`src/rtl/lat_pkg.sv`:
```
// rtl/lat_pkg.sv - shared types and defaults for the latency measurement scheduler
//
// Contents:
//   LAT_CNT_W_DEF : default latency counter width
//   LAT_CH_W_MAX  : channel index width for the widest supported channel count (16)
//   lat_state_e   : scheduler FSM states
//   lat_res_t     : one measurement result (channel, latency, timeout flag)
package lat_pkg;

  localparam int LAT_CNT_W_DEF = 16;
  localparam int LAT_CH_W_MAX  = 4;

  typedef enum logic [1:0] {
    IDLE   = 2'd0,
    MEAS   = 2'd1,
    REPORT = 2'd2
  } lat_state_e;

  typedef struct packed {
    logic [LAT_CH_W_MAX-1:0]  ch;
    logic [LAT_CNT_W_DEF-1:0] lat;
    logic                     to;
  } lat_res_t;

endpackage

```
`src/rtl/rr_arbiter.sv`:
```
// rtl/rr_arbiter.sv - combinational round-robin arbiter
//
// Picks the first requesting channel searching upward from last+1,
// wrapping from N-1 back to 0. The previous winner is searched last.
//
// Ports:
//   req     in  N  : request vector
//   last    in  IW : index of the previous winner
//   gnt     out N  : one-hot grant (all zero when req is zero)
//   gnt_idx out IW : index of the granted channel (0 when req is zero)
module rr_arbiter #(
  parameter  int N  = 2,
  localparam int IW = (N > 1) ? $clog2(N) : 1
) (
  input  logic [N-1:0]  req,
  input  logic [IW-1:0] last,
  output logic [N-1:0]  gnt,
  output logic [IW-1:0] gnt_idx
);

  logic          found;
  int unsigned   j;
  logic [IW-1:0] idx;

  always_comb begin
    gnt     = '0;
    gnt_idx = '0;
    found   = 1'b0;
    j       = 0;
    idx     = '0;
    // i = N revisits 'last' itself so a lone requester on the previous
    // winner is still served.
    for (int i = 1; i <= N; i++) begin
      j   = (int'(last) + i) % N;
      idx = IW'(j);
      if (!found && req[idx]) begin
        found    = 1'b1;
        gnt[idx] = 1'b1;
        gnt_idx  = idx;
      end
    end
  end

endmodule

```
`src/rtl/lat_meas_sched.sv`:
```
// rtl/lat_meas_sched.sv - shared-counter latency measurement scheduler
//
// Channels request a measurement with a start pulse. One shared counter
// serves pending channels round-robin, timing each from its grant to the
// next rising edge of its sig_i bit, and reports through a valid/ready port.
//
// Optional feature macro: LAT_TIMEOUT_EN (abort a measurement at TIMEOUT
// cycles and report res_to_o = 1). Without it MEAS waits forever, the
// counter saturates, and res_to_o is constant 0.
//
// Ports:
//   clk          in  1         : clock, rising edge
//   rst_n        in  1         : asynchronous active-low reset
//   start_i      in  N         : per-channel start pulses (set pending bits)
//   sig_i        in  N         : signals under measurement (clk-synchronous)
//   res_ready_i  in  1         : result consumer ready
//   res_valid_o  out 1         : result valid (state REPORT)
//   res_ch_o     out clog2(N)  : result channel
//   res_lat_o    out CNT_W     : measured latency in cycles
//   res_to_o     out 1         : result ended by timeout
//   busy_o       out 1         : FSM not IDLE
//   pend_o       out N         : pending bits
module lat_meas_sched
  import lat_pkg::*;
#(
  parameter  int N       = 2,
  parameter  int CNT_W   = LAT_CNT_W_DEF,
  parameter  int TIMEOUT = 1000,
  localparam int CW      = $clog2(N)
) (
  input  logic             clk,
  input  logic             rst_n,
  input  logic [N-1:0]     start_i,
  input  logic [N-1:0]     sig_i,
  input  logic             res_ready_i,
  output logic             res_valid_o,
  output logic [CW-1:0]    res_ch_o,
  output logic [CNT_W-1:0] res_lat_o,
  output logic             res_to_o,
  output logic             busy_o,
  output logic [N-1:0]     pend_o
);

  if (N < 2 || N > 16) begin : g_bad_n
    $error("lat_meas_sched: N must be within 2..16");
  end

  if (TIMEOUT < 0) begin : g_bad_timeout_sign
    $error("lat_meas_sched: TIMEOUT must not be negative");
  end

`ifdef LAT_TIMEOUT_EN
  if (64'(TIMEOUT) >= (64'd1 << CNT_W)) begin : g_bad_timeout_range
    $error("lat_meas_sched: TIMEOUT must be below 2**CNT_W");
  end

  localparam logic [CNT_W-1:0] TO_VAL = CNT_W'(TIMEOUT);
`endif

  lat_state_e       state_q, state_d;
  logic [N-1:0]     pend_q,  pend_d;
  logic [CW-1:0]    ch_q,    ch_d;
  logic [CW-1:0]    last_q,  last_d;
  logic [CNT_W-1:0] cnt_q,   cnt_d;
  logic             prev_q,  prev_d;
  logic [CNT_W-1:0] lat_q,   lat_d;
  logic             to_q,    to_d;

  logic [N-1:0]     arb_gnt;
  logic [CW-1:0]    arb_idx;
  logic [N-1:0]     gnt_oh;
  logic             sig_ch;
  logic             rise;

  rr_arbiter #(
    .N (N)
  ) u_arb (
    .req     (pend_q),
    .last    (last_q),
    .gnt     (arb_gnt),
    .gnt_idx (arb_idx)
  );

  always_comb begin
    state_d = state_q;
    ch_d    = ch_q;
    last_d  = last_q;
    cnt_d   = cnt_q;
    prev_d  = prev_q;
    lat_d   = lat_q;
    to_d    = to_q;
    gnt_oh  = '0;
    sig_ch  = sig_i[ch_q];
    rise    = sig_ch & ~prev_q;

    unique case (state_q)
      IDLE: begin
        if (|pend_q) begin
          gnt_oh  = arb_gnt;
          ch_d    = arb_idx;
          last_d  = arb_idx;
          cnt_d   = CNT_W'(1);
          // Sampling the level at grant means a signal already high must
          // fall and rise again before it counts as an edge.
          prev_d  = sig_i[arb_idx];
          state_d = MEAS;
        end
      end

      MEAS: begin
        prev_d = sig_ch;
        if (rise) begin
          lat_d   = cnt_q;
          to_d    = 1'b0;
          state_d = REPORT;
        end
`ifdef LAT_TIMEOUT_EN
        else if (cnt_q == TO_VAL) begin
          lat_d   = TO_VAL;
          to_d    = 1'b1;
          state_d = REPORT;
        end
`endif
        else if (cnt_q != '1) begin
          cnt_d = cnt_q + 1'b1;
        end
      end

      REPORT: begin
        if (res_ready_i) begin
          state_d = IDLE;
        end
      end

      default: begin
        state_d = IDLE;
      end
    endcase

    // A start landing on its own grant cycle re-arms the channel, and a start
    // for the channel under measurement queues a second measurement.
    pend_d = (pend_q & ~gnt_oh) | start_i;
  end

  always_ff @(posedge clk or negedge rst_n) begin
    if (!rst_n) begin
      state_q <= IDLE;
      pend_q  <= '0;
      ch_q    <= '0;
      last_q  <= CW'(N - 1);
      cnt_q   <= '0;
      prev_q  <= 1'b0;
      lat_q   <= '0;
      to_q    <= 1'b0;
    end else begin
      state_q <= state_d;
      pend_q  <= pend_d;
      ch_q    <= ch_d;
      last_q  <= last_d;
      cnt_q   <= cnt_d;
      prev_q  <= prev_d;
      lat_q   <= lat_d;
      to_q    <= to_d;
    end
  end

  assign res_valid_o = (state_q == REPORT);
  assign busy_o      = (state_q != IDLE);
  assign res_ch_o    = ch_q;
  assign res_lat_o   = lat_q;
  assign res_to_o    = to_q;
  assign pend_o      = pend_q;

endmodule
```
`config.mk`:
```
export PLATFORM = sky130hd
export DESIGN_NAME = lat_meas_sched
export DESIGN_NICKNAME = d
export VERILOG_FILES = /design/src/rtl/lat_pkg.sv /design/src/rtl/rr_arbiter.sv /design/src/rtl/lat_meas_sched.sv
export SDC_FILE = /design/constraint.sdc
export NUM_CORES = 1
export LEC_CHECK = 0
export CORE_MARGIN = 2
export CORE_UTILIZATION = 35
export CTS_CLUSTER_SIZE = 8
export DETAILED_ROUTE_END_ITERATION = 12
export PLACE_DENSITY_LB_ADDON = 0.08
export SETUP_SLACK_MARGIN = 0.05
export SYNTH_ARGS = -nofsm -noshare
export SYNTH_HDL_FRONTEND = slang
export SYNTH_SLANG_ARGS = --single-unit
```
`constraint.sdc`:
```
create_clock -name clk -period 2 [get_ports clk]
set_input_delay 0.5 -clock clk [delete_from_list [all_inputs] [get_ports clk]]
set_output_delay 0.5 -clock clk [all_outputs]
set_load 0.03 [all_outputs]
```
### After elaboration in Yosys (flattened, before gate mapping)

Index checks and enable logic that the tools add are counted.

* add/subtract/negate cells: 3
* $lt $le $gt $ge: 6
* eq/ne operators: 8
* multiplexer cells: 29
* bitwise gates (word level): 6
* reductions and logical operators: 13

Operators with widths (count)
* 16-bit 2-to-1 mux: 3
* 16-bit case mux with 2 select lines: 1
* 16-bit by 1-bit adder with 16-bit output, second input constant: 1
* 16-bit != test, second input constant: 1
* 1-bit 2-to-1 mux: 14
* 2-bit 2-to-1 mux: 7
* 2-bit != test, second input constant: 5
* 1-bit by 2-bit < comparator with 1-bit output, second input constant: 4
* 2-bit case mux with 3 select lines: 1
* 2-bit AND reduction: 3
* 2-bit OR: 2
* 4-bit AND reduction: 1
* 2-bit nonzero test: 2
* 1-bit logical AND: 3
* 3-bit AND reduction: 1
* 1-bit adder, second input constant: 2
* 2-bit AND: 1
* 1-bit demux with 1-bit select: 2
* 2-bit by 1-bit equality test with 1-bit output, second input constant: 1
* 2-bit equality test, second input constant: 1
* 1-bit greater-or-equal comparator, second input constant: 2
* 2-bit zero test: 1
* 2-bit inverter: 1
* 1-bit case mux with 2 select lines: 1
* other kinds (4): 4

* register bits after elaboration: 39
* input port bits: 7
* output and inout port bits: 22
* logic and storage cells: 72

### Longest topological paths before layout

* depth after elaboration: 13
* depth in mapped cells: 7
* gate-level depth less buffers: 5

### Hierarchy

From an unflattened synthesis, not the netlist that was laid out.

* cell total of the unflattened synthesis: 172
* area total of the unflattened synthesis: 1936.9 µm²

Modules (own cells, without submodules)
* lat_meas_sched: times used 1, cells an instance 168, area each 1910.6 µm², seq. area each 977.2 µm²
* rr_arbiter: times used 1, cells an instance 4, area each 26.3 µm², seq. area each 0.0 µm²

### Least setup slack after synthesis

No wires, ideal clock.

* path type: reg2reg
* start: register res_ch_o (netlist name)
* end: register ch_q, in the netlist res_ch_o
* library setup time: 0.118 ns
* data arrival time: 1.656 ns
* data required time: 1.882 ns
* slack: 0.226 ns
* stages on the path, launching flop included: 6
* buffers on the path: 1
* period minus slack after synthesis: 1.774 ns
* path through: dfrtp_1 > mux2i_2 > o311ai_4 > buf_4 > a21o_1 > a21o_1

RTL lines
* to (signal assigned): RTL line lat_meas_sched.sv:158 `ch_q <= ch_d;`
* to (decl): RTL line lat_meas_sched.sv:62 `logic [CW-1:0] ch_q, ch_d;`

### Worst setup path in the final report

* start: register state_q[1]
* end: output res_valid_o

* word-level cells in the longest chain between the ends: 1

RTL lines
* from (decl): RTL line lat_meas_sched.sv:60 `lat_state_e state_q, state_d;`
* from (signal assigned): RTL line lat_meas_sched.sv:156 `state_q <= state_d;`
* 2-bit equality test: RTL line lat_meas_sched.sv:167 `assign res_valid_o = (state_q == REPORT);`
* to (decl): RTL line lat_meas_sched.sv:36 `output logic res_valid_o,`

Every way passes these cells.

==> impl_summary.md <==
STA
For the final routed database, the setup TNS stands at 0 ps. Dividing the final minimum period by the clock period gives 92.7%. The final setup skew is 4.40 ps. The setup-violating endpoint count in the final report is 0. The number of max-slew violations in the final report is 0. The final critical path time including I/O delays and setup is 1850 ps. Derived from the worst setup path, the maximum achievable clock frequency is 539 MHz. Setup repair after global routing left no endpoint under its margin. The number of hold violations in the final report is 0.

CTS
The clock transition time at the flip-flop clock pins of the worst setup and hold paths is ~70 ps. The root buffer cell is clkbuf_8. The clock tree from TritonCTS is yes. The longest clock path from root to sink contains 2 buffers.

The depth of the CTS H-tree is 2. The clock drives 39 sinks. The number of clock buffers added by TritonCTS is 5. The latest clock arrival within the worst-skew pair is 290 ps.

Place
The final weighted congestion of routability-driven global placement is 0.773. In this run the cell area measured after placement is around 2400 um2. The count of buffers added on input and output ports is 27.

The HPWL after detailed placement is around 3300 um.

Floorplanning
The die outline area is between 6000 and 7000 um2. The I/O pin count is 29. The count of standard-cell rows is 27. The starting density of the core is about 36%. The floorplan step set the die width to 79.5 um. The placeable core area is 5510 um2. From bottom edge to top edge, the die measures about 80 um.

Layout
The antenna diode count is 0. The storage element area is 977 um2. The area of combinational cells with multiple inputs is 910 um2. Compared with the post-synthesis result, the final layout area differs by 26.7%. After routing the design area is 2530 um2.

The fraction of layout instances using a drive strength above 1 is 22.3%. The final-layout fill cell count is 524. At the end of the flow, the number of nets in the layout was 227. The final cell utilization of the core is a little under half.

Pwr
The leakage power is 1.14 nW. The power density over the cells is 1370 nW/um2. Power comes to 3.47 mW. The worst-case IR drop observed on VDD is 0.000703 V.

Yosys
The number of storage elements in the synthesis netlist is 39. After synthesis, the share of flip-flops with an asynchronous set or reset is 100%. Summing the areas of all fa, ha and maj instances in the mapped netlist gives 0.627% of the synthesized area. The synthesized instance count is 178. The xor and xnor fraction of the mapped netlist area is 0%. By area the synthesized netlist is led by dfrtp_1, mux2_2, a221oi_1. Summing the areas of all compound-gate instances in the mapped netlist gives about 19% of the synthesized area. The synthesized design spends more area on one cell type than any other, namely dfrtp_1.

The proportion of netlist area held by the largest area contributor is 47.6%. The mapped netlist covers 2000 um2. The count of distinct cell types in the synthesized netlist is 45.

In the synthesized netlist the dominant register cell turns out to be dfrtp_1. Synthesis produced a netlist with a net count of roughly 190. In the synthesized netlist, mux cells make up between 10% and 20% of the area. Of the synthesized area, sequential elements account for around 49%.

By area, the combinational part of the netlist is dominated by compound AO/OA/AOI/OAI gates. Of the total synthesized cell area, the portion taken by AND, OR, NAND and NOR gates is 12.4%. Yosys mapped a number of flops with a built-in enable equal to 0. The number of warnings issued by yosys is 0. Each instance of the synthesized netlist takes up on average between 10 and 15 um2.

Detailed routing
The number of vias in the routed layout is about 1,500. Dividing the detail-routed via count by the number of cells gives around 5.3. The number of remaining DRC errors is 0. The detail route stage leaves a number of antenna-violating nets equal to 0. The wire length after detailed routing is 4550 um.

In the final routed layout, each cell accounts on average for 15.6 um. The first-pass detailed-route iteration total is 4. The starting DRC count in detailed routing is 47.

Setup path
The longest individual stage delay on the worst path is 440 ps. The gate family responsible for the most delay along the worst path is buffers and inverters. The critical-path cell with the highest stage delay is dfrtp_1. The worst setup path is launched from a flip-flop. In this run the worst path has a maximum fanout of 6. The critical path runs through a total of 3 cells. The kind of end point of the critical path is a primary output.

The data arrival time of the worst path is 1350 ps. The worst setup path is of the flip-flop to primary output kind. The critical path contains buffers and inverters numbering 2 combined.

The number of cells on the worst reg-to-reg path is 6. The signal on the critical path passes through inv_1, nor2_1, dlygate4sd2_1. Data on the critical path is required at its endpoint by about 1500 ps.

GRT
The global-route wire length before repair is between 7000 and 8000 um. Entering global routing, the biggest net connects 21 pins. The aggregate global routing overflow is 0.

The initial antenna violation count is 0. The via count of the first global-routing pass is roughly 1,500. The total track usage is between 15 and 20%.

Min path
The class of the most critical hold timing path is input pin to asynchronous set/reset pin.

Run status
The run finished with clean final reports.

Job
The count of max-cap constraint violations is 0.
## layout by cell type (no fill, tap or decap), types with 2 or more instances in the layout
cell and instances:
a21oi_1 4, o2bb2ai_1 5, mux2i_1 5, dfrtp_1 38, a221o_1 2, a41oi_1 2, buf_4 13, clkbuf_8 7
buf_12 2, a31oi_1 5, a22o_1 2, clkdlybuf4s50_1 23, a21o_1 6, o21ai_0 3, nand2_1 10, or2_2 2
nand3_1 7, mux2_2 17, and4_1 3, and3_1 2, a221oi_1 7, inv_1 14, nand4_1 4, dlygate4sd2_1 3
nor2_1 11
## report_power, final
group / switching (mW) / internal (mW)
registers: 0.195 / 0.967
logic: 0.909 / 0.820
clock network: 0.269 / 0.315
## per-layer routing
layer / global-route usage, % / vias up / routed length, um / share of wire, %
li1: - / 738 / - / -
met1: 20.4 / 760 / 2090 / 46
met2: 25.2 / 35 / 2210 / 49
met3: 3.28 / 7 / 164 / 3.6
met4: 6.03 / 0 / 80 / 1.8
met5: 0 / - / 0 / 0
## stage by stage
step                cells  hold WS [ps]  setup slack, ps
floorplan             178           204              226
global placement      284           470             -154
detailed placement    284           483             -182
CTS                   292           170              101
global route          292           188             68.7
finish                292           163              146
## final cells by class
cell class / instances / area share, %
Clock buffer: 8 / 3.96
Inverter: 14 / 2.08
Multi-Input combinational cell: 117 / 36.0
Sequential cell: 39 / 38.6
Tap cell: 72 / 3.56
Timing Repair Buffer: 42 / 15.8
## cell usage after synthesis, types with 4 or more instances
master and n:
dfrtp_1 38, inv_1 14, o2bb2ai_1 5, nand2_1 10, a31oi_1 5, a221oi_1 7
mux2_2 17, mux2i_1 5, a21o_1 6, a21oi_1 4, nor2_1 11, nand3_1 7
nand4_1 4
## kinds of logic after synthesis
kind of cell,Yosys count
flip-flops,39
buffers and inverters,22
multiplexers,24
other,1
AO/OA/AOI/OAI,45
AND/OR/NAND/NOR,46
adder cells (fa/ha/maj),1
## sequential cells by signal, summed over array words and instances, names as in the netlist
register	cells
state_q	2
prev_q	1
res_lat_o	16
cnt_q	16
res_ch_o	1
last_q	1
pend_o	2
## repair_timing
action,CTS,global route
cloned,0,0
hold buffers,0,0
resized for setup,3,1
endpoints found under the setup margin,3,2
setup buffers,0,0
pin swaps,0,0
## worst paths after layout
check                                  start           end  slack (ps)
worst max-delay path              state_q[1]   res_valid_o         150
worst min-delay path                   rst_n  res_lat_o[8]         160
worst max register to register      cnt_q[0]     cnt_q[11]         230
worst min register to register  res_lat_o[7]  res_lat_o[7]         490
max in group asynchronous              rst_n        last_q        1280
min in group clk                res_lat_o[7]  res_lat_o[7]         490
## worst reg2reg max path: stages (launching register included)
cell,delay (ps)
dfrtp_1,440
ha_1,260
nand3_1,160
nor3_1,80
buf_4,160
a221o_1,340
a22o_1,230
Power figures use the tool's default switching activity.
